--- src/rtl/icache_pkg.sv ---
// Shared sizing, address-split struct and FSM state type for the direct-mapped
// instruction cache.
package icache_pkg;

  localparam int ADDR_W         = 32;
  localparam int NUM_LINES      = 16;
  localparam int WORDS_PER_LINE = 4;
  localparam int OFFSET_W       = $clog2(WORDS_PER_LINE);
  localparam int INDEX_W        = $clog2(NUM_LINES);
  localparam int TAG_W          = ADDR_W - INDEX_W - OFFSET_W - 2;

  typedef enum logic {IDLE, REFILL} icache_state_t;

  typedef struct packed {
    logic [TAG_W-1:0]    tag;
    logic [INDEX_W-1:0]  index;
    logic [OFFSET_W-1:0] offset;
    logic [1:0]          byte_sel;
  } icache_addr_t;

  function automatic icache_addr_t split_addr(input logic [ADDR_W-1:0] addr);
    return icache_addr_t'(addr);
  endfunction

endpackage

--- src/rtl/icache_array.sv ---
// Tag, valid and data storage: combinational read port, one write port,
// and a synchronous clear of every valid bit.
module icache_array
  import icache_pkg::*;
(
  input  logic                clk,
  input  logic                rst,
  input  logic                clear_all,
  input  logic [INDEX_W-1:0]  rd_index,
  input  logic [OFFSET_W-1:0] rd_offset,
  output logic                rd_valid,
  output logic [TAG_W-1:0]    rd_tag,
  output logic [31:0]         rd_data,
  input  logic                we,
  input  logic [INDEX_W-1:0]  wr_index,
  input  logic [OFFSET_W-1:0] wr_word,
  input  logic [31:0]         wr_data,
  input  logic                tag_we,
  input  logic [TAG_W-1:0]    wr_tag,
  input  logic                set_valid
);

  logic [31:0]          data_mem [NUM_LINES*WORDS_PER_LINE];
  logic [TAG_W-1:0]     tag_mem  [NUM_LINES];
  logic [NUM_LINES-1:0] valid_q, valid_d;

  // A tag write always decides the line's valid bit, so a flushed refill
  // lands with its new tag but stays invalid.
  always_comb begin
    valid_d = valid_q;
    if (clear_all) valid_d = '0;
    if (tag_we) valid_d[wr_index] = set_valid;
    if (!rst) valid_d = '0;
  end

  always_ff @(posedge clk) begin
    valid_q <= valid_d;
    if (we) data_mem[{wr_index, wr_word}] <= wr_data;
    if (tag_we) tag_mem[wr_index] <= wr_tag;
  end

  assign rd_valid = valid_q[rd_index];
  assign rd_tag   = tag_mem[rd_index];
  assign rd_data  = data_mem[{rd_index, rd_offset}];

endmodule

--- src/rtl/instr_cache.sv ---
// Direct-mapped read-only instruction cache: same-cycle hits, stalling
// word-by-word line refill from a multi-cycle backing memory.
module instr_cache
  import icache_pkg::*;
(
  input  logic              clk,
  input  logic              rst,
  input  logic [ADDR_W-1:0] pc,
  output logic [31:0]       instr,
  output logic              stall,
  input  logic              flush,
  output logic              mem_req,
  output logic [ADDR_W-1:0] mem_addr,
  input  logic [31:0]       mem_rdata,
  input  logic              mem_rvalid
);

  localparam logic [OFFSET_W-1:0] LAST_BEAT = OFFSET_W'(WORDS_PER_LINE - 1);

  icache_state_t       state_q, state_d;
  logic [OFFSET_W-1:0] beat_q, beat_d;
  logic [ADDR_W-1:0]   refill_addr_q, refill_addr_d;
  logic                flush_pending_q, flush_pending_d;

  icache_addr_t        pc_f, refill_f;
  logic                rd_valid, hit;
  logic [TAG_W-1:0]    rd_tag;
  logic [31:0]         rd_data;
  logic                arr_we, tag_we, set_valid;
  logic                unused_addr_bits;

  assign pc_f     = split_addr(pc);
  assign refill_f = split_addr(refill_addr_q);
  assign hit      = rd_valid && (rd_tag == pc_f.tag);
  assign unused_addr_bits = ^{pc_f.byte_sel, refill_f.offset, refill_f.byte_sel};

  always_comb begin
    state_d         = state_q;
    beat_d          = beat_q;
    refill_addr_d   = refill_addr_q;
    flush_pending_d = flush_pending_q;
    stall           = 1'b0;
    instr           = '0;
    arr_we          = 1'b0;
    tag_we          = 1'b0;
    set_valid       = 1'b0;
    case (state_q)
      IDLE: begin
        flush_pending_d = 1'b0;
        if (hit) begin
          instr = rd_data;
        end else begin
          stall         = 1'b1;
          state_d       = REFILL;
          beat_d        = '0;
          refill_addr_d = {pc[ADDR_W-1:OFFSET_W+2], {(OFFSET_W+2){1'b0}}};
        end
      end
      REFILL: begin
        stall = 1'b1;
        if (flush) flush_pending_d = 1'b1;
        if (mem_rvalid) begin
          arr_we = 1'b1;
          beat_d = beat_q + OFFSET_W'(1);
          if (beat_q == LAST_BEAT) begin
            tag_we          = 1'b1;
            set_valid       = !(flush_pending_q || flush);
            state_d         = IDLE;
            beat_d          = '0;
            flush_pending_d = 1'b0;
          end
        end
      end
      default: state_d = IDLE;
    endcase
    // While held in reset the fetch port idles and no beat may land.
    if (!rst) begin
      stall  = 1'b0;
      instr  = '0;
      arr_we = 1'b0;
      tag_we = 1'b0;
    end
  end

  always_ff @(posedge clk) begin
    if (!rst) begin
      state_q         <= IDLE;
      beat_q          <= '0;
      refill_addr_q   <= '0;
      flush_pending_q <= 1'b0;
    end else begin
      state_q         <= state_d;
      beat_q          <= beat_d;
      refill_addr_q   <= refill_addr_d;
      flush_pending_q <= flush_pending_d;
    end
  end

  assign mem_req  = (state_q == REFILL);
  assign mem_addr = refill_addr_q;

  icache_array u_array (
    .clk       (clk),
    .rst       (rst),
    .clear_all (flush),
    .rd_index  (pc_f.index),
    .rd_offset (pc_f.offset),
    .rd_valid  (rd_valid),
    .rd_tag    (rd_tag),
    .rd_data   (rd_data),
    .we        (arr_we),
    .wr_index  (refill_f.index),
    .wr_word   (beat_q),
    .wr_data   (mem_rdata),
    .tag_we    (tag_we),
    .wr_tag    (refill_f.tag),
    .set_valid (set_valid)
  );

endmodule

--- config.mk ---
export PLATFORM = sky130hd
export DESIGN_NAME = instr_cache
export DESIGN_NICKNAME = d
export VERILOG_FILES = /design/src/rtl/icache_pkg.sv /design/src/rtl/icache_array.sv /design/src/rtl/instr_cache.sv
export SDC_FILE = /design/constraint.sdc
export NUM_CORES = 2
export LEC_CHECK = 0
export CORE_AREA = 2 2 420 422
export DETAILED_ROUTE_END_ITERATION = 6
export DIE_AREA = 0 0 422 424
export PLACE_DENSITY = 0.8
export SLEW_MARGIN = 20
export SYNTH_ARGS = -nofsm -noshare
export SYNTH_HDL_FRONTEND = slang
export SYNTH_SLANG_ARGS = --single-unit
--- constraint.sdc ---
create_clock -name clk -period 3.3 [get_ports clk]
set_input_delay 0.33 -clock clk [delete_from_list [all_inputs] [get_ports clk]]
set_output_delay 0.33 -clock clk [all_outputs]
set_load 0.005 [all_outputs]
==> impl_summary.txt <==
----------------------------------------------------
[Status]
  Outcome ... finished, violations left
  Violated checks ... hold timing, setup timing

[Synth]
  Adder-cell share of the synthesized area ... 0.000131
  Yosys top cell by area ... edfxtp_1
  Number of different library cells in the post-synthesis netlist ... 63
  Simple-gate area share of the yosys netlist ... 0.0165
  Mux share of post-synthesis cell area ... 0.186
  Xor and xnor fraction of the mapped netlist area ... 0.00211
  Yosys top cell area share ... 0.764
  Post-synth top flop ... edfxtp_1
  Number of synthesized flops with an enable pin ... 2432
  Sequential-to-total area share from yosys stat ... 0.774
  Async set-reset flop share out of synthesis ... 0
  Mean instance size in the synthesized netlist ... 23.8 um^2
  Post-synth design cell area ... 95600 um^2
  Flip-flop and latch count after synthesis ... 2480
  Area fraction in compound gates after synthesis ... 0.0107
  Ys Warns ... 0
  Combinational family with the most area after synthesis ... multiplexers
  Cell types with the largest area share after synthesis ... edfxtp_1, mux4_2, dfxtp_1, clkbuf_1, mux2i_1
  Synthesized netlist cell count ... 4013

[Placed design]
  Final GP Congestion ... 0.846
  Count of input and output buffers ... 127
  Worst slack at placement ... -1.10 ns
  DPL Wire Length ... 140000 um
  Placed cell count ... 6625

[Final layout]
  Most frequent cells in the layout ... edfxtp_1, mux4_2, buf_4
  Cell Count, Final, Fillers Out ... 7110
  Sequential cell area ... 74000 um^2
  Most common cell after layout, fill and taps aside ... edfxtp_1
  Area of the multi-input gates ... 22000 um^2
  Number of nets in the layout ... 4618
  Fillers ... 10.4k
  Area Growth Syn to Fin ... 17.5%
  Final Core Density ... 0.642
  Share of post-route cells with drive strength above 1 ... 0.373

[STA]
  Worst clock skew on the final layout ... 0.102 ns
  Number of endpoints failing setup at the final stage ... 63
  Unrepaired setup endpoints after global routing ... true
  Final Max Slew Viols ... 0
  Final hold violation count ... 5
  Worst-Margin Slew ... 1.08 ns
  Tmin final ... 4.55 ns
  Setup slack of the critical path after layout ... -1.25 ns
  Remaining max-slew budget at the tightest pin ... 0.277
  Maximum clock rate ... 220 MHz
  Worst hold slack across all endpoints ... -0.00958 ns
  Final cycle utilization of the critical path ... 1.38

[Global route]
  Vias in the first global route ... 51.2k
  Global-route total usage across every layer ... 0.309
  Initial antenna violation count ... 36
  Largest net degree at the start of global routing ... 71
  Global-route wire length before repair ... 389000 um
  Total global routing overflow ... 0

[Drt]
  Uppermost layer routed ... met5
  Total met2 wirelength after detailed routing ... 139000 um
  WL met3 ... 32500 um
  Total wirelength of the detailed-routed design ... 279000 um
  Initial DRC count ... 8505
  Post-detailed-route DRC marker count ... 0
  WL/cell ... 39.3 um
  Number of vias per cell after detailed routing ... 7.10
  Via count ... 50.5k
  Wl on met1 ... 88900 um
  Number of nets still failing antenna checks after routing ... 0
  Number of search-and-repair iterations in the first detailed-routing pass ... 5

[Clock tree]
  Clock tree from TritonCTS ... yes
  Worst-case clock buffer depth ... 3
  Num Clock Sinks ... 2480
  Root Buffer Master ... clkbuf_16
  Worst-skew pair later-pin latency ... 0.91 ns
  TritonCTS Buffers ... 229
  CTS HTree Levels ... 4
  Worst-path clk slew ... 0.07 ns

[Run]
  Max Cap Violations ... 0

[Min path]
  Path type of the worst min-delay path ... input port to flip-flop

[Power]
  Maximum VDD drop ... 0.000501 V
  Leakage ... 35.7 nW
  Total power ... 65.7 mW
  Power density over the cells ... 584 nW/um^2

[Critical path]
  Crit. End Element ... output pin
  Crit Path Category ... flip-flop to output pin
  Largest stage delay on the critical path ... 0.55 ns
  Slowest CP cell ... mux4_2
  Critical Path Most Common Cell ... buf_12
  Data arrival, critical path ... 4.22 ns
  Kind of launch point of the worst setup path ... flip-flop
  Chain of cells forming the critical path ... mux4_2 -> mux4_2 -> xnor2_4 -> nand4_1 -> nor4_4 -> nand4_1 -> buf_12 -> buf_12 -> buf_12 -> nor2b_1 -> buf_2
  Largest fanout of any net on the critical path ... 8
  Required arrival time at the worst endpoint ... 2.97 ns

[Floorplan]
  Area of the die ... 179000 um^2
  Vertical die dimension ... 424 um
  Starting utilization of the core area ... 0.546
  Die extent in x ... 422 um
  Number of standard-cell rows in the floorplan ... 154
  Num ports ... 134
  Area of the core region ... 175000 um^2

----------------------------------------------------
## power by group
part           leakage (nW)  switching [mW]  internal, mW
Sequential             22.3           0.177          34.7
Clock                  3.68            12.3          14.9
Combinational          9.73            2.05          1.59
Total                  35.7            14.5          51.2
## per-stage QoR
step                      cell area [um^2]  hold WS [ns]  setup TNS, ns
after global routing                112000       0.00695         -46.26
final                               112000      -0.00958         -42.60
after floorplan                      95800         0.427              0
after detailed placement            103000         0.486         -51.44
after global placement              103000         0.473         -45.13
after CTS                           112000         0.138         -42.47
## kinds of logic (layout without fill, tap and decap cells)
kind of cell | Yosys count | after routing
flip-flops | 2480 | 2480
other | 1 | 24
XOR/XNOR | 23 | 23
buffers and inverters | 236 | 970
multiplexers | 824 | 824
AND/OR/NAND/NOR | 321 | 321
AO/OA/AOI/OAI | 127 | 127
adder cells (fa/ha/maj) | 1 | 1
## registers in the layout (all words and copies together) (netlist names)
register	flops
u_array.tag_mem	384
u_array.data_mem	2048
beat_q	2
flush_pending_q	1
mem_addr	28
mem_req	1
u_array.valid_q	16
## per-layer routing
layer / GRT usage / vias up
met5: 0 / -
met4: 0.192 / 18
met3: 0.0725 / 983
met2: 0.505 / 4807
met1: 0.376 / 26289
li1: - / 18405
## what timing repair did
action,in CTS,in global routing
hold buffers,1,1
gates resized for setup,248,109
hold endpoints to repair,9,11
setup buffers,31,4
gates cloned,0,7
endpoints found under the setup margin,62,64
pin swaps,16,21
## critical path: cells and delay by family, from the launching register on
kind / cells / cell delay, ns
mux: 2 / 1.02
simple gates: 4 / 1.00
buf+inv: 4 / 0.66
flops: 1 / 0.37
xor+xnor: 1 / 0.25
## cell type report
type                    count  share of cell area
well taps                2340              0.0261
diodes                     20            0.000445
multi-input cells        1300               0.196
clock inverters           150              0.0145
flip-flops and latches   2480               0.658
clock buffers             282              0.0533
inverters                   4            0.000156
repair buffers            534              0.0509
## final timing paths
kind	startpoint	end	slack, ns	cells after the start
setup / recovery	u_array.tag_mem[15][5]	instr[16]	-1.25	11
setup reg to reg	u_array.tag_mem[15][5]	beat_q[0]	-0.77	22
hold reg to reg	u_array.valid_q[10]	u_array.valid_q[10]	0.51	2
hold / removal	mem_rdata[7]	u_array.data_mem[52][7]	-0.01	1
## cell usage after synthesis, drive strengths merged (3+ instances only)
cell	instances
a22o	3
clkbuf	166
edfxtp	2432
nor3b	8
nor2	95
xnor2	15
nand2	80
inv	4
nand3b	4
nor2b	41
nand2b	8
o22ai	8
nand3	9
a211oi	6
o21a	4
nand4	6
a21oi	7
o311ai	29
o21ai	6
dfxtp	48
a22oi	14
buf	66
a21o	3
and2	5
nor3	15
a221oi	5
a32oi	28
nand4b	3
nor4	3
xor2	8
mux2	11
mux2i	52
mux4	761
and3	34
Note: power is estimated with default switching activity, not from simulation.
